`config.mk`:
```
export PLATFORM = sky130hd
export DESIGN_NAME = enigma_path_sequencer_flat
export DESIGN_NICKNAME = d
export VERILOG_FILES = /design/src/rtl/enigma_path_sequencer_if.sv /design/src/rtl/enigma_path_sequencer.sv /design/src/flat_wrapper.sv
export SDC_FILE = /design/constraint.sdc
export NUM_CORES = 1
export LEC_CHECK = 0
export CAP_MARGIN = 20
export CORE_AREA = 2 2 72 74
export DETAILED_ROUTE_END_ITERATION = 8
export DIE_AREA = 0 0 74 76
export DONT_BUFFER_PORTS = 1
export PLACE_DENSITY_LB_ADDON = 0.08
export SYNTH_ARGS = -nofsm -noshare
export SYNTH_HDL_FRONTEND = slang
export SYNTH_SLANG_ARGS = --single-unit
```
`constraint.sdc`:
```
create_clock -name clk -period 2.27 [get_ports clk]
set_clock_uncertainty 0.05 [all_clocks]
set_input_delay 0.454 -clock clk [delete_from_list [all_inputs] [get_ports clk]]
set_output_delay 0.454 -clock clk [all_outputs]
set_load 0.02 [all_outputs]
```
`src/rtl/enigma_path_sequencer_if.sv`:
```
`default_nettype none
// +--------------------------------------------------------------------------+
// | enigma_path_sequencer_if                                                 |
// | Character in/out handshake bundle for the rotor path sequencer.          |
// | Revision: 1.0                                                            |
// +--------------------------------------------------------------------------+
interface enigma_path_sequencer_if;
    logic       in_valid;
    logic       in_ready;
    logic [4:0] char_in;
    logic       out_valid;
    logic       out_ready;
    logic [4:0] char_out;
    logic       out_err;

    modport master (
        output in_valid, char_in, out_ready,
        input  in_ready, out_valid, char_out, out_err
    );

    modport slave (
        input  in_valid, char_in, out_ready,
        output in_ready, out_valid, char_out, out_err
    );
endinterface
`default_nettype wire

```
`src/rtl/enigma_path_sequencer.sv`:
```
`default_nettype none
// +--------------------------------------------------------------------------+
// | enigma_path_sequencer                                                    |
// | Steps three rotors and walks one letter through a shared lookup unit.    |
// | Revision: 1.0                                                            |
// +--------------------------------------------------------------------------+
module enigma_path_sequencer (
    input  logic                    clk,
    input  logic                    rst_n,
    enigma_path_sequencer_if.slave  io,
    input  logic                    cfg_load,
    input  logic [4:0]              cfg_pos0,
    input  logic [4:0]              cfg_pos1,
    input  logic [4:0]              cfg_pos2,
    input  logic [4:0]              cfg_notch0,
    input  logic [4:0]              cfg_notch1,
    input  logic [4:0]              cfg_notch2,
    output logic                    cfg_err,
    output logic [4:0]              lu_data,
    output logic [4:0]              lu_position,
    output logic [1:0]              lu_sel,
    output logic                    lu_rev,
    input  logic [4:0]              lu_result,
    output logic [4:0]              pos0,
    output logic [4:0]              pos1,
    output logic [4:0]              pos2
);

    localparam logic [4:0] LAST_LETTER = 5'd25;
    localparam logic [4:0] NOTCH0_RST  = 5'd21;
    localparam logic [4:0] NOTCH1_RST  = 5'd4;
    localparam logic [4:0] NOTCH2_RST  = 5'd16;

    typedef enum logic [3:0] {
        S_IDLE, S_STEP, S_FWD0, S_FWD1, S_FWD2, S_REFL,
        S_REV2, S_REV1, S_REV0, S_DONE
    } state_t;

    state_t          state_q, state_d;
    logic [2:0][4:0] pos_q, pos_d;
    logic [2:0][4:0] notch_q, notch_d;
    logic [4:0]      work_q, work_d;
    logic [4:0]      char_out_q, char_out_d;
    logic            out_valid_q, out_valid_d;
    logic            out_err_q, out_err_d;
    logic            cfg_err_q, cfg_err_d;
    logic            cfg_ok;
    logic            unused_notch2;

    function automatic logic [4:0] inc26(input logic [4:0] v);
        return (v == LAST_LETTER) ? 5'd0 : v + 5'd1;
    endfunction

    assign cfg_ok = (cfg_pos0 <= LAST_LETTER) && (cfg_pos1 <= LAST_LETTER) &&
                    (cfg_pos2 <= LAST_LETTER) && (cfg_notch0 <= LAST_LETTER) &&
                    (cfg_notch1 <= LAST_LETTER) && (cfg_notch2 <= LAST_LETTER);

    // The slowest rotor has nothing to its left to kick, so its notch is only stored.
    assign unused_notch2 = ^notch_q[2];

    always_comb begin
        state_d     = state_q;
        pos_d       = pos_q;
        notch_d     = notch_q;
        work_d      = work_q;
        char_out_d  = char_out_q;
        out_valid_d = out_valid_q;
        out_err_d   = out_err_q;
        cfg_err_d   = 1'b0;
        case (state_q)
            S_IDLE: begin
                if (cfg_load) begin
                    if (cfg_ok) begin
                        pos_d   = {cfg_pos2, cfg_pos1, cfg_pos0};
                        notch_d = {cfg_notch2, cfg_notch1, cfg_notch0};
                    end else begin
                        cfg_err_d = 1'b1;
                    end
                end else if (io.in_valid) begin
                    if (io.char_in <= LAST_LETTER) begin
                        work_d  = io.char_in;
                        state_d = S_STEP;
                    end else begin
                        char_out_d  = io.char_in;
                        out_err_d   = 1'b1;
                        out_valid_d = 1'b1;
                        state_d     = S_DONE;
                    end
                end
            end
            S_STEP: begin
                // Middle rotor double-steps when it sits on its own notch.
                pos_d[0] = inc26(pos_q[0]);
                if ((pos_q[0] == notch_q[0]) || (pos_q[1] == notch_q[1]))
                    pos_d[1] = inc26(pos_q[1]);
                if (pos_q[1] == notch_q[1])
                    pos_d[2] = inc26(pos_q[2]);
                state_d = S_FWD0;
            end
            S_FWD0: begin work_d = lu_result; state_d = S_FWD1; end
            S_FWD1: begin work_d = lu_result; state_d = S_FWD2; end
            S_FWD2: begin work_d = lu_result; state_d = S_REFL; end
            S_REFL: begin work_d = lu_result; state_d = S_REV2; end
            S_REV2: begin work_d = lu_result; state_d = S_REV1; end
            S_REV1: begin work_d = lu_result; state_d = S_REV0; end
            S_REV0: begin
                work_d      = lu_result;
                char_out_d  = lu_result;
                out_valid_d = 1'b1;
                out_err_d   = 1'b0;
                state_d     = S_DONE;
            end
            S_DONE: begin
                if (io.out_ready) begin
                    out_valid_d = 1'b0;
                    out_err_d   = 1'b0;
                    state_d     = S_IDLE;
                end
            end
            default: state_d = S_IDLE;
        endcase
    end

    always_comb begin
        lu_sel      = 2'd0;
        lu_rev      = 1'b0;
        lu_position = 5'd0;
        lu_data     = 5'd0;
        case (state_q)
            S_FWD0: begin lu_sel = 2'd0; lu_position = pos_q[0]; lu_data = work_q; end
            S_FWD1: begin lu_sel = 2'd1; lu_position = pos_q[1]; lu_data = work_q; end
            S_FWD2: begin lu_sel = 2'd2; lu_position = pos_q[2]; lu_data = work_q; end
            S_REFL: begin lu_sel = 2'd3; lu_data = work_q; end
            S_REV2: begin lu_sel = 2'd2; lu_rev = 1'b1; lu_position = pos_q[2]; lu_data = work_q; end
            S_REV1: begin lu_sel = 2'd1; lu_rev = 1'b1; lu_position = pos_q[1]; lu_data = work_q; end
            S_REV0: begin lu_sel = 2'd0; lu_rev = 1'b1; lu_position = pos_q[0]; lu_data = work_q; end
            default: ;
        endcase
    end

    always_ff @(posedge clk or negedge rst_n) begin
        if (!rst_n) begin
            state_q     <= S_IDLE;
            pos_q       <= '0;
            notch_q     <= {NOTCH2_RST, NOTCH1_RST, NOTCH0_RST};
            work_q      <= 5'd0;
            char_out_q  <= 5'd0;
            out_valid_q <= 1'b0;
            out_err_q   <= 1'b0;
            cfg_err_q   <= 1'b0;
        end else begin
            state_q     <= state_d;
            pos_q       <= pos_d;
            notch_q     <= notch_d;
            work_q      <= work_d;
            char_out_q  <= char_out_d;
            out_valid_q <= out_valid_d;
            out_err_q   <= out_err_d;
            cfg_err_q   <= cfg_err_d;
        end
    end

    assign io.in_ready  = (state_q == S_IDLE);
    assign io.out_valid = out_valid_q;
    assign io.char_out  = char_out_q;
    assign io.out_err   = out_err_q;
    assign cfg_err      = cfg_err_q;
    assign pos0         = pos_q[0];
    assign pos1         = pos_q[1];
    assign pos2         = pos_q[2];

endmodule
`default_nettype wire

```
`src/flat_wrapper.sv`:
```
// flat-port wrapper written by rule: the top's interface ports become plain ports
module enigma_path_sequencer_flat 
  (clk, rst_n, cfg_load, cfg_pos0, cfg_pos1, cfg_pos2, cfg_notch0, cfg_notch1, cfg_notch2, cfg_err, lu_data, lu_position, lu_sel, lu_rev, lu_result, pos0, pos1, pos2, io_in_valid, io_char_in, io_out_ready, io_in_ready, io_out_valid, io_char_out, io_out_err);
  enigma_path_sequencer_if io_i ();
  input  logic clk;
  input  logic rst_n;
  input  logic cfg_load;
  input  logic [4:0] cfg_pos0;
  input  logic [4:0] cfg_pos1;
  input  logic [4:0] cfg_pos2;
  input  logic [4:0] cfg_notch0;
  input  logic [4:0] cfg_notch1;
  input  logic [4:0] cfg_notch2;
  output logic cfg_err;
  output logic [4:0] lu_data;
  output logic [4:0] lu_position;
  output logic [1:0] lu_sel;
  output logic lu_rev;
  input  logic [4:0] lu_result;
  output logic [4:0] pos0;
  output logic [4:0] pos1;
  output logic [4:0] pos2;
  input wire logic [$bits(io_i.in_valid)-1:0] io_in_valid;
  input wire logic [$bits(io_i.char_in)-1:0] io_char_in;
  input wire logic [$bits(io_i.out_ready)-1:0] io_out_ready;
  output wire logic [$bits(io_i.in_ready)-1:0] io_in_ready;
  output wire logic [$bits(io_i.out_valid)-1:0] io_out_valid;
  output wire logic [$bits(io_i.char_out)-1:0] io_char_out;
  output wire logic [$bits(io_i.out_err)-1:0] io_out_err;
  assign io_i.in_valid = io_in_valid;
  assign io_i.char_in = io_char_in;
  assign io_i.out_ready = io_out_ready;
  assign io_in_ready = io_i.in_ready;
  assign io_out_valid = io_i.out_valid;
  assign io_char_out = io_i.char_out;
  assign io_out_err = io_i.out_err;
  enigma_path_sequencer u_core (.clk(clk), .rst_n(rst_n), .io(io_i), .cfg_load(cfg_load), .cfg_pos0(cfg_pos0), .cfg_pos1(cfg_pos1), .cfg_pos2(cfg_pos2), .cfg_notch0(cfg_notch0), .cfg_notch1(cfg_notch1), .cfg_notch2(cfg_notch2), .cfg_err(cfg_err), .lu_data(lu_data), .lu_position(lu_position), .lu_sel(lu_sel), .lu_rev(lu_rev), .lu_result(lu_result), .pos0(pos0), .pos1(pos1), .pos2(pos2));
endmodule
```
==> results.toml, run 1 <==
[run_status]
status = "finished, final reports clean"

[floorplan]
start_util = 0.537
core_area_um2 = 4910
die_area_um2 = 5620
dieHeight_um = 76
num_io_pins = 82
rows = 26
die_x_um = 74

[synth]
yosys.area.top_type_share = 0.361
yosysUniqueCellTypes = 46
ys_ff_latch = 42
syn_inst = 274
synth_edf_count = 0
ys_seq_area_frac = 0.400
syn_avg_cell_area_um2 = 9.63
syn_nets = 325
async_flop_share = 1.00
synth-main-ff-cell = "dfrtp_1"
ys_top_cells_by_area = "dfrtp_1, mux2i_1, mux2_2, dfstp_2, o21ai_0"
synth_top_area_cell = "dfrtp_1"
synth_area_um2 = 2640
ys_warn_count = 0

[global_route]
grt_pass1_vias = 2073
grt_max_degree = 43
grt_pass1_wl_um = 10100
grt_util_all_layers = 0.231
overflow = 0
antenna_found_initial = 0

[clocking]
cts_setup_buffers = 0
clkLatencyLatePin_ns = 0.29
cts_buffers = 5
cts_max_level = 2
cts_tree = "built"
clkTransAtPathRegs_ns = 0.08
cts.sinks = 42
clockBufferDepth = 2
clockRootBuffer = "clkbuf_8"

[layout]
final_cell_mix = "dfrtp_1, nand2_1, buf_4"
nets = 342
layout.cells.non_filler = 362
seqCellArea_um2 = 1060
final_common_cell = "dfrtp_1"
multi_input_area_um2 = 1520
area_growth_pct = 14.3
fillCellCount = 425
drive_gt1_frac = 0.243
antenna_cells = 0
final_area_um2 = 3010

[routing]
ant_nets = 0
wl_um = 6150
vias_per_cell = 5.63
wl_per_cell_um = 17.0
vias = 2037
drt_drc_violations_left = 0
drtIter0Drc = 102
drt_pre_antenna_iters = 4

[timing]
grt_setup_unrepaired = "false"
maxSlewHeadroom = 0.658
hold_viol = 0
final_max_slew_viol_count = 0
holdWs_ns = 0.257
fmax_mhz = 462
max_slew.worst_pin.slew_ns = 0.515
fin_crit_ns = 2.16
setup_viol = 0
fin_tns_setup_ns = 0
timing.final.crit_share = 0.953

[critical_path]
crit_path_start_kind = "register"
critPathMaxFanout = 12
worstSetupEndpointType = "output port"
crit_type = "reg -> out"
worstPathArrival_ns = 1.66
crit_required_ns = 1.77

[power]
power_density_nw_per_um2 = 1760
ir_drop_v = 0.000723
power_mw = 5.30
p_leak_nw = 1.27

[placement]
place_hpwl_um = 4720
dp_cells = 352
place_area_um2 = 2840
place_congestion = 0.800
port_buffers = 0

[flow_run]
drv_cap = 0

[worst_hold_path]
min_path_type = "in -> reg"
-- critical path: stages (launching register included) --
cell and delay (ns):
dfrtp_1 0.38, buf_4 0.21, clkinvlp_4 0.17, nand2_1 0.15, nor2_2 0.08, a22oi_1 0.23, nand2_2 0.15
-- cell usage after synthesis, types with 5 or more instances --
cell / number
mux2_2: 11
clkbuf_1: 7
xor2_1: 8
a22oi_1: 5
xnor2_1: 11
nand2_1: 27
ha_1: 6
and2_1: 5
o211ai_1: 8
o21ai_0: 21
dfrtp_1: 38
inv_1: 7
mux2i_1: 13
buf_2: 8
nand3_1: 6
a21oi_1: 20
nor2_1: 22
-- flip-flops by register name, indices dropped and copies added (netlist names) --
name and cells:
u_core.cfg_err 1, u_core.io.char_out 5, u_core.io.out_err 1, u_core.io.out_valid 1
u_core.notch_q 10, u_core.pos0 5, u_core.pos1 5, u_core.pos2 5
u_core.state_q 4, u_core.work_q 5
-- metrics by stage --
stage	worst slack, ns	util
after floorplan	0.0115	-
after global placement	0.207	0.578
after detailed placement	0.175	0.578
after CTS	0.0382	0.611
after global routing	0.00987	0.614
final	0.108	0.614
-- per-layer routing --
metal  global-route usage  vias to the layer above  wire [µm]
met5                    0                        -          0
met4               0.0509                        0         56
met3               0.0556                        7        423
met2                0.331                       68       2720
met1                0.351                      955       2950
li1                     -                     1007          -
-- final cells by class --
cell class | instances | area share
clock inverters | 2 | 0.0125
well taps | 70 | 0.0291
flip-flops and latches | 42 | 0.350
multi-input cells | 209 | 0.504
inverters | 7 | 0.00996
clock buffers | 6 | 0.0241
repair buffers | 26 | 0.0697
-- final timing paths --
| kind | end | depth (start not counted) | slack, ns | from |
|---|---|---|---|---|
| min reg2reg | u_core.work_q[4]$_DFFE_PN0P_ | 1 | 0.47 | u_core.work_q[4]$_DFFE_PN0P_ |
| min in group asynchronous | u_core.pos2[0]$_DFFE_PN0P_ | 2 | 0.60 | rst_n |
| max in group asynchronous | u_core.notch_q[2]$_DFFE_PN1P_ | 2 | 1.31 | rst_n |
| max | lu_position[1] | 6 | 0.11 | u_core.state_q[3]$_DFFE_PN0P_ |
| min | u_core.notch_q[6]$_DFFE_PN0P_ | 1 | 0.26 | cfg_notch1[1] |
| max reg2reg | u_core.pos2[3]$_DFFE_PN0P_ | 6 | 0.14 | u_core.state_q[1]$_DFFE_PN0P_ |
-- what timing repair did --
| item | in CTS | in global routing |
|---|---|---|
| hold endpoints to repair | 42 | 0 |
| hold buffers | 2 | 0 |
| resized for setup | 4 | 4 |
| pin swaps | 0 | 0 |
| endpoints found under the setup margin | 10 | 11 |
-- report_power, final --
part	leakage, nW	internal, mW	switching, mW
clock network	0.0514	0.328	0.261
logic	0.736	1.30	1.76
registers	0.487	1.15	0.505
total	1.27	2.78	2.52
-- cell families (layout without fill, tap and decap cells) --
logic type,Yosys count,in the layout,share of synthesized area
buf+inv,23,41,0.0365
xor+xnor,19,19,0.0631
mux,31,31,0.132
fa+ha+maj,6,6,0.0285
simple gates,82,82,0.167
compound gates,71,71,0.173
flops,42,42,0.400
No activity file was read; power rests on OpenSTA's default activity.
==> inputs of run 2 (changes only) <==
- RECOVER_POWER: default -> 25
==> results.toml, run 2 (synthesized netlist as in run 1, its figures left out) <==
[timing]
grt_setup_unrepaired = "false"
hold_viol = 0
max_slew.worst_pin.slew_ns = 1.08
fin_crit_ns = 2.16
final_max_slew_viol_count = 0
fmax_mhz = 462
fin_tns_setup_ns = 0
timing.final.crit_share = 0.954
maxSlewHeadroom = 0.282
setup_viol = 0
setup_slack_ns = 0.105

[placement]
dp_worst_setup_slack_ns = 0.175
port_buffers = 0
place_congestion = 0.800
place_hpwl_um = 4720

[power]
combinationalPowerShare = 0.576
switching_share = 0.476
ir_drop_v = 0.000723
clkPwrFrac = 0.111
p_sw_mw = 2.52
internal_power_mw = 2.78
p_leak_nw = 1.27
power_density_nw_per_um2 = 1770
seqPwrFrac = 0.313

[routing]
wl_um = 6150
ant_nets = 0
vias_per_cell = 5.65
vias = 2047
drt_pre_antenna_iters = 4
drt_drc_violations_left = 0
drtIter0Drc = 114
wl_per_cell_um = 17.0

[clocking]
cts_buffers = 5
cts_tree = "built"
cts_setup_buffers = 0
clkTransAtPathRegs_ns = 0.08
clockRootBuffer = "clkbuf_8"
clkLatencyLatePin_ns = 0.29
cts.sinks = 42
clockBufferDepth = 2
cts_max_level = 2

[floorplan]
die_area_um2 = 5620
core_area_um2 = 4910
dieHeight_um = 76
rows = 26
die_x_um = 74
start_util = 0.537
num_io_pins = 82

[global_route]
top_usage_layer = "met1"
grt_util_all_layers = 0.231
met1_usage = 0.351
overflow = 0
grtUsageMet3 = 0.0556
antenna_found_initial = 0
grt_pass1_vias = 2073
grt_pass1_wl_um = 10100
grtUsageMet2 = 0.331
grt_max_degree = 43

[worst_hold_path]
min_path_type = "in -> reg"

[run_status]
status = "finished, final reports clean"

[layout]
area_growth_pct = 13.7
drive_gt1_frac = 0.243
largest_register_ffs = 10
final_cell_mix = "dfrtp_1, nand2_1, buf_4"
nets = 342
final_common_cell = "dfrtp_1"
regMostFlops = "u_core.notch_q"
antenna_cells = 0

[critical_path]
worstSetupEndpointType = "output port"
crit_path_start_kind = "register"
critPathMaxFanout = 12
crit_required_ns = 1.77
worstPathArrival_ns = 1.66
crit_type = "reg -> out"

[flow_run]
drv_cap = 0
## run 2: area by class of cell
cell class | count | area, µm²
Tap cell | 70 | 87.6
Clock buffer | 6 | 72.6
Inverter | 7 | 30.0
Clock inverter | 2 | 37.5
Sequential cell | 42 | 1060
Multi-Input combinational cell | 209 | 1520
Fill cell | 426 | 1910
Timing Repair Buffer | 26 | 195
## run 2: layer usage
| layer | wire length (µm) | up-vias |
|---|---|---|
| met5 | 0 | - |
| met4 | 57 | 0 |
| met3 | 412 | 9 |
| met2 | 2740 | 72 |
| met1 | 2940 | 958 |
| li1 | - | 1008 |
## run 2: worst paths after layout
path                                               startpoint                           endpoint  depth (start not counted)  slack [ns]
worst min-delay path                            cfg_notch1[1]      u_core.notch_q[6]$_DFFE_PN0P_                          1        0.26
max in group asynchronous                               rst_n  u_core.io.char_out[3]$_DFFE_PN0P_                          2        0.64
min in group asynchronous                               rst_n         u_core.pos2[0]$_DFFE_PN0P_                          2        0.88
worst max register to register  u_core.state_q[1]$_DFFE_PN0P_         u_core.pos2[3]$_DFFE_PN0P_                          6        0.15
worst min register to register   u_core.work_q[4]$_DFFE_PN0P_       u_core.work_q[4]$_DFFE_PN0P_                          1        0.47
worst max-delay path            u_core.state_q[3]$_DFFE_PN0P_                     lu_position[1]                          6        0.11
## run 2: power by group through the flow
| stage | Combinational [mW] | Sequential (mW) | Clock, mW |
|---|---|---|---|
| finish | 3.05 | 1.66 | 0.589 |
| global route | 3.34 | 1.71 | 0.639 |
| CTS | 3.02 | 1.65 | 0.606 |
| detailed placement | 2.95 | 1.66 | 0 |
| global placement | 2.89 | 1.66 | 0 |
| floorplan | 2.27 | 1.67 | 0 |
## run 2: worst max-delay path, stage by stage, from the launching register on
cell and delay, ns:
dfrtp_1 0.38, buf_4 0.21, clkinvlp_4 0.17, nand2_1 0.15, nor2_2 0.08, a22oi_1 0.23, nand2_2 0.15
## run 2: repair_timing
action,4_1_cts,5_1_grt
resized for setup,4,4
hold endpoints to repair,42,0
endpoints found under the setup margin,10,11
hold buffers,2,0
## run 2: stage by stage
stage	area, µm²	hold WS (ns)	cells	power [mW]	utilization
after floorplan	2660	0.108	274	3.94	-
after global placement	2840	0.109	352	4.55	0.578
after detailed placement	2840	0.110	352	4.62	0.578
after CTS	3000	0.248	362	5.28	0.611
after global routing	3000	0.244	362	5.69	0.611
final	3000	0.257	362	5.29	0.611
